<file path="config.mk">
export PLATFORM = sky130hd
export DESIGN_NAME = muldiv_ctrl
export DESIGN_NICKNAME = d
export VERILOG_FILES = /design/src/rtl/muldiv_ctrl.sv
export SDC_FILE = /design/constraint.sdc
export NUM_CORES = 2
export LEC_CHECK = 0
export ABC_AREA = 1
export CAP_MARGIN = 0
export CORE_ASPECT_RATIO = 1.5
export CORE_MARGIN = 2
export CORE_UTILIZATION = 35
export DETAILED_ROUTE_END_ITERATION = 7
export PLACE_DENSITY = 0.55
export SKIP_CTS_REPAIR_TIMING = 1
export SLEW_MARGIN = 20
export SYNTH_ARGS = -nofsm -noshare
export SYNTH_HDL_FRONTEND = slang
export SYNTH_SLANG_ARGS = --single-unit
</file>
<file path="constraint.sdc">
create_clock -name clk -period 11.3 [get_ports clk]
set_clock_uncertainty 0.2 [all_clocks]
set_input_delay 2.26 -clock clk [delete_from_list [all_inputs] [get_ports clk]]
set_output_delay 2.26 -clock clk [all_outputs]
set_load 0.01 [all_outputs]
</file>
<file path="src/rtl/muldiv_ctrl.sv">
// muldiv_ctrl: EX-stage sequencer for MULT/MULTU/DIV/DIVU writing {HI,LO}.
// Ports: req/op/operands in, divider handshake out/in, stall/busy, hilo strobe+data.
module muldiv_ctrl #(
    parameter int MUL_LAT = 2
) (
    input  logic        clk,
    input  logic        rst,
    input  logic        req_valid_i,
    input  logic [7:0]  alucontrol_i,
    input  logic [31:0] a_i,
    input  logic [31:0] b_i,
    input  logic        flush_i,
    input  logic        div_ready_i,
    input  logic [63:0] div_result_i,
    output logic        div_start_o,
    output logic        div_annul_o,
    output logic        div_signed_o,
    output logic [31:0] div_a_o,
    output logic [31:0] div_b_o,
    output logic        stall_o,
    output logic        busy_o,
    output logic        hilo_we_o,
    output logic [63:0] hilo_o
);

    localparam logic [7:0] OP_MULT  = 8'b0001_1000;
    localparam logic [7:0] OP_MULTU = 8'b0001_1001;
    localparam logic [7:0] OP_DIV   = 8'b0001_1010;
    localparam logic [7:0] OP_DIVU  = 8'b0001_1011;

    localparam int CW = (MUL_LAT > 1) ? $clog2(MUL_LAT) : 1;
    localparam logic [CW-1:0] CNT_LAST = CW'(MUL_LAT - 1);

    typedef enum logic [1:0] {
        S_IDLE,
        S_MUL,
        S_DIV,
        S_DONE
    } state_t;

    state_t        state_q, state_d;
    logic [CW-1:0] cnt_q, cnt_d;
    logic [31:0]   a_q, a_d;
    logic [31:0]   b_q, b_d;
    logic          sign_q, sign_d;
    logic [63:0]   res_q, res_d;

    logic        is_mul;
    logic        is_div;
    logic        is_signed_op;
    logic        take;
    logic [31:0] mag_a;
    logic [31:0] mag_b;
    logic [63:0] prod_u;
    logic        neg;
    logic [63:0] product;

    assign is_mul = (alucontrol_i == OP_MULT) || (alucontrol_i == OP_MULTU);
    assign is_div = (alucontrol_i == OP_DIV) || (alucontrol_i == OP_DIVU);
    assign is_signed_op = (alucontrol_i == OP_MULT) ||
                          (alucontrol_i == OP_DIV);
    assign take = req_valid_i && (is_mul || is_div) && !flush_i;

    // Signed multiply works on magnitudes; the sign is restored on the
    // full 64-bit product so the most negative operand is handled.
    assign mag_a = (sign_q && a_q[31]) ? (~a_q + 32'd1) : a_q;
    assign mag_b = (sign_q && b_q[31]) ? (~b_q + 32'd1) : b_q;
    assign prod_u = {32'd0, mag_a} * {32'd0, mag_b};
    assign neg = sign_q && (a_q[31] ^ b_q[31]);
    assign product = neg ? (~prod_u + 64'd1) : prod_u;

    always_ff @(posedge clk) begin
        if (rst) begin
            state_q <= S_IDLE;
            cnt_q   <= '0;
            a_q     <= '0;
            b_q     <= '0;
            sign_q  <= 1'b0;
            res_q   <= '0;
        end else begin
            state_q <= state_d;
            cnt_q   <= cnt_d;
            a_q     <= a_d;
            b_q     <= b_d;
            sign_q  <= sign_d;
            res_q   <= res_d;
        end
    end

    always_comb begin
        state_d     = state_q;
        cnt_d       = cnt_q;
        a_d         = a_q;
        b_d         = b_q;
        sign_d      = sign_q;
        res_d       = res_q;
        stall_o     = 1'b0;
        hilo_we_o   = 1'b0;
        div_start_o = 1'b0;
        div_annul_o = 1'b0;

        if (rst) begin
            // Outputs stay quiet while reset is applied.
            state_d = S_IDLE;
        end else if (flush_i) begin
            // Flush wins over everything, including a pending write.
            state_d     = S_IDLE;
            cnt_d       = '0;
            div_annul_o = (state_q == S_DIV);
        end else begin
            unique case (state_q)
                S_IDLE: begin
                    if (take) begin
                        stall_o = 1'b1;
                        a_d     = a_i;
                        b_d     = b_i;
                        sign_d  = is_signed_op;
                        cnt_d   = '0;
                        if (is_mul) begin
                            state_d = S_MUL;
                        end else if (b_i == 32'd0) begin
                            // Divide by zero skips the divider.
                            state_d = S_DONE;
                            res_d   = {a_i, 32'hFFFF_FFFF};
                        end else begin
                            state_d = S_DIV;
                        end
                    end
                end
                S_MUL: begin
                    stall_o = 1'b1;
                    if (cnt_q == CNT_LAST) begin
                        res_d   = product;
                        cnt_d   = '0;
                        state_d = S_DONE;
                    end else begin
                        cnt_d = cnt_q + CW'(1);
                    end
                end
                S_DIV: begin
                    stall_o = 1'b1;
                    if (div_ready_i) begin
                        res_d   = div_result_i;
                        state_d = S_DONE;
                    end else begin
                        div_start_o = 1'b1;
                    end
                end
                S_DONE: begin
                    // A request seen here is the retiring instruction.
                    hilo_we_o = 1'b1;
                    state_d   = S_IDLE;
                end
                default: begin
                    state_d = S_IDLE;
                end
            endcase
        end
    end

    assign busy_o       = (state_q != S_IDLE);
    assign div_signed_o = sign_q;
    assign div_a_o      = a_q;
    assign div_b_o      = b_q;
    assign hilo_o       = res_q;

endmodule

</file>
# Yosys cells after proc, flatten, opt, wreduce, memory -nomap -nowiden
# Index checks and enable logic that the tools add are counted.
[word_totals]
ff_bits = 132
inputBits = 141
word_cells = 80
[op_classes]
add_sub_neg = 4
multipliers = 1
eq_ne = 12
n_mux = 31
bitwise_logic = 5
reduce_logical = 21
[op_table]
columns = ["operator", "n"]
rows = [
  ["two-way mux 64 bit", 6],
  ["one-hot mux 64 bit (3 select lines)", 1],
  ["adder 32 x 1 -> 32 bit (second input constant)", 2],
  ["adder 64 x 1 -> 64 bit (second input constant)", 1],
  ["multiplier 32 x 32 -> 64 bit", 1],
  ["two-way mux 32 bit", 2],
  ["inverter 32 bit", 2],
  ["inverter 64 bit", 1],
  ["== test 8 x 5 -> 1 bit (second input constant)", 4],
  ["logical NOT 32 bit", 1],
  ["two-way mux 1 bit", 15],
  ["inequality test 2 bit (second input constant)", 5],
  ["two-way mux 2 bit", 4],
  ["one-hot mux 2 bit (4 select lines)", 1],
  ["AND reduction 7 bit", 1],
  ["AND reduction 3 bit", 2],
  ["logical AND 1 bit", 5],
  ["== test 2 bit (second input constant)", 2],
  ["logical OR 1 bit", 4],
  ["one-hot mux 1 bit (2 select lines)", 2],
  ["nonzero test 2 bit", 2],
  ["OR reduction 2 bit", 2],
  ["nonzero test 3 bit", 1],
  ["== test 2 x 1 -> 1 bit (second input constant)", 1],
  ["6 further kinds", 6],
]

# Logic depth before layout (Yosys ltp)
[logic_depth]
word_depth = 9
depth_mapped = 60
ltp_nobuf = 57

# Least setup slack after synthesis
# Ideal clock, no wire load.
[synth_timing]
path_kind = "register to register"
from = "register a_q[0] (netlist: div_a_o[0])"
to = "register res_q[51] (netlist: hilo_o[51])"
setup_time_ns = 0.131
arrival_time_ns = 9.160
required_ns = 10.969
path_slack_ns = 1.810
path_stages_with_launch = 54
period_less_slack_ns = 9.490
cell_sequence = "dfxtp_1 -> buf_6 -> clkinv_1 -> clkbuf_1 -> ha_1 -> inv_1 -> nor3_1 -> inv_1 -> nor3_2 -> inv_2 -> nor3_2 -> nand2_2 -> nor2_2 -> inv_2 -> nor3_4 -> nand2_2 -> o21ai_4 -> o21ai_2 -> (+18 left out) -> inv_1 -> nand2_1 -> nor2_2 -> inv_1 -> nor2_2 -> nand3_1 -> nand3_1 -> nand2_1 -> nand2_1 -> nand2_1 -> nor2_1 -> nand2_1 -> o21ai_2 -> nand3_1 -> nand3_1 -> nand2_1 -> nand2_1 -> a21oi_2"
[synth_via]
elab_chain_cells = 9
[synth_rtl]
columns = ["element", "line_no", "text"]
rows = [
  ["start: declaration", "43", "logic [31:0] a_q, a_d;"],
  ["start signal: assignment", "76", "a_q <= '0;"],
  ["start signal: assignment", "83", "a_q <= a_d;"],
  ["inverter 32 bit", "66", "assign mag_a = (sign_q && a_q[31]) ? (~a_q + 32'd1) : a_q;"],
  ["adder 32 x 1 -> 32 bit", "66", ""],
  ["two-way mux 32 bit *", "66", ""],
  ["multiplier 32 x 32 -> 64 bit *", "68", "assign prod_u = {32'd0, mag_a} * {32'd0, mag_b};"],
  ["inverter 64 bit", "70", "assign product = neg ? (~prod_u + 64'd1) : prod_u;"],
  ["adder 64 x 1 -> 64 bit", "70", ""],
  ["two-way mux 64 bit *", "70", ""],
  ["two-way mux 64 bit *", "132", "if (cnt_q == CNT_LAST) begin"],
  ["one-hot mux 64 bit (3 select lines) *", "111", "unique case (state_q)"],
  ["end signal: assignment", "86", "res_q <= res_d;"],
  ["end: declaration", "46", "logic [63:0] res_q, res_d;"],
]
# Every way passes the cells marked *; elsewhere a longest branch is shown, timed or not. The select of a mux whose other input is x is not followed.
# A chain may end at the register's enable or synchronous reset.

# Worst setup path after layout
[layout_timing]
from = "register a_q[1] (netlist: div_a_o[1])"
to = "register res_q[56] (netlist: hilo_o[56])"
# Same word-level chain as after synthesis.

==> reports/results.ini <==
[hold_path]
hold_start = hilo_o[32]
hp-class = reg -> reg
hold_depth = 2
hold_path_end = hilo_o[32]

[critical_path]
path_common_cell = nand2_1
critPathKind = reg -> reg
reg2reg_depth = 50
endpoint_kind = flip-flop
slowest_delay_ns = 0.62
crit_fanout = 14
arrival_ns = 11.07
critPathLaunchType = flip-flop
reg2reg_from = div_a_o[1]
cpMaxStageDelayCell = fa_1
worstPathRequired_ns = 11.51
r2r_slack_ns = 0.44
timing.rr.end = hilo_o[56]

[routing]
dr.pass1.iters = 7
vias = 41210
drt_iter0_markers = 2682
viasPerCell = 4.997
wirelength_um = 182700
wire_per_inst_um = 22.16
drc = 0
antenna_left = 0

[logic_synthesis]
ys.flop_type = dfxtp_1
synthTopCellsByCount = nand2_1 (1,600), inv_1 (1,455), fa_1 (896)
synth_most_common_cell = nand2_1
syn-mean-instance-area_sq_um = 7.114
synth_area_leaders = fa_1 (40%), nand2_1 (13%), inv_1 (12%)
synth.top_cell.area_share = 0.4008
async_reset_ff_frac = 0
syn_inst = 6291
yosysWarnings = 0
yosysSeqAreaShare = 0.05904
synth_cell_type_count = 57
synth_edf_count = 0
netlist_area_sq_um = 44760
synth_nets = 7599
yosysTopAreaCell = fa_1
synth-seq-cells = 132

[grt]
antenna_found_initial = 2
grt_max_degree = 84
overflow = 0
grt.total_usage = 0.2855
grt_pass1_wl_um = 275400
grt_pass1_vias = 44380

[sta]
setup_viol = 0
rsz0062_at_grt = false
worstMarginPinSlew_ns = 1.071
holdWs_ns = 0.2698
fmax_mhz = 92.10
final.setup.tns_ns = 0
post-route-period-util = 0.9608
period_needed_ns = 10.86
hold_viol_final = 0
slew_headroom = 0.2814
drv_slew = 0

[clock_network]
numCtsBuffers = 17
clock_sinks = 132
cts_root_buf = clkbuf_16
clockBufferDepth = 2
clk_latency_ns = 0.49
cts_tree = done
htree_levels = 4
cts.clk_slew.worst_paths_ns = 0.06

[die]
start_util = 0.3526
ios = 275
die-area_sq_um = 130800
core-area_sq_um = 126900
die_y_um = 442.0
placementRows = 160
fp.dieW_um = 296.0

[cells_and_area]
areaGrowthSynthToFinish_pct = 13.59
layout-drive-gt1-share = 0.06432
num_antenna_cells = 0
fin_nets = 7840

[power_and_ir_drop]
p_leak_nw = 26.40
ir_drop_uv = 116.1
power.density_nw_per_um2 = 23.14

[placement]
place_hpwl_um = 157900
gp_congestion = 1.003
io_buffers = 274

[outcome]
status = finished, final reports clean

[flow_run]
cap_violations = 0

==> power breakdown <==
group | switching, mW | internal, mW | total (mW)
Combinational | 0.0704 | 0.0607 | 0.131
Sequential | 0.00160 | 0.466 | 0.468
Clock | 0.253 | 0.325 | 0.578
==> how the worst max path moves through the flow <==
stage | start | end | slack, ns | cells after the start
2_1_floorplan | div_a_o[0] | hilo_o[51] | 1.81 | 53
3_3_place_gp | div_a_o[0] | hilo_o[60] | 0.1 | 46
3_5_place_dp | div_a_o[0] | hilo_o[60] | 0.12 | 45
4_1_cts | div_a_o[2] | hilo_o[60] | 0.08 | 45
5_1_grt | div_a_o[1] | hilo_o[55] | 0.006 | 50
6_report | div_a_o[1] | hilo_o[56] | 0.44 | 50
==> state kept, by name (all words and copies together) (netlist names) <==
signal,flops
div_b_o,32
cnt_q,1
div_a_o,32
hilo_o,64
state_q,2
div_signed_o,1
==> kinds of logic (layout without fill, tap and decap cells) <==
kind of cell / after synthesis / after routing / synth area share
flops: 132 / 132 / 0.05904
xor+xnor: 27 / 27 / 0.006877
compound gates: 442 / 442 / 0.05217
fa+ha+maj: 1167 / 1167 / 0.4765
simple gates: 2802 / 2802 / 0.2579
buf+inv: 1721 / 1975 / 0.1474
==> cell type report <==
type / instances / area [sq um]
clock buffers: 17 / 425.4
clock inverters: 15 / 155.1
fillers: 13600 / 76080
inverters: 1496 / 5643
multi-input cells: 4438 / 35700
flip-flops and latches: 132 / 2643
well taps: 1701 / 2128
repair buffers: 447 / 4143
==> per-stage QoR <==
step | cell area (sq um) | setup WS [ns] | util | cells | total power, mW
6_report | 50840 | 0.4424 | 0.4006 | 8246 | 1.177
5_1_grt | 50840 | 0.005830 | 0.4006 | 8246 | 1.212
4_1_cts | 50640 | 0.08379 | 0.3990 | 8242 | 1.190
3_5_place_dp | 50060 | 0.1208 | 0.3944 | 8210 | 0.6073
3_3_place_gp | 50060 | 0.09539 | 0.3944 | 8210 | 0.6074
2_1_floorplan | 44760 | 1.810 | - | 6291 | 0.5203
==> critical path: cells and delay by family (launching register included) <==
family                   cells  cell delay, ns
buffers and inverters        8            0.55
adder cells (fa/ha/maj)     10            4.79
AO/OA/AOI/OAI                3            0.46
flip-flops                   1            0.34
AND/OR/NAND/NOR             29            4.40
==> metal layers <==
layer	vias to the layer above	track usage	part of all wire	routed length (um)
met1	20430	0.3195	0.37	67170
met4	0	0.1882	0.081	14770
met2	1460	0.5067	0.50	91850
li1	18870	-	-	-
met5	-	0	0	0
met3	454	0.03264	0.049	8954
==> cell usage in the layout, fill, tap and decap left out, types with 41 or more instances in the layout <==
cell type / synthesis / routed
a21oi_1: 229 / 228
nand2_1: 1600 / 1595
dfxtp_1: 132 / 132
nand4_1: 41 / 41
clkdlybuf4s50_1: 0 / 274
nand3_1: 215 / 213
nor2_1: 751 / 741
buf_4: 9 / 162
inv_1: 1455 / 1450
fa_1: 896 / 896
o21ai_0: 160 / 159
ha_1: 271 / 267
nor2_2: 53 / 62
Note: power is estimated with default switching activity, not from simulation.
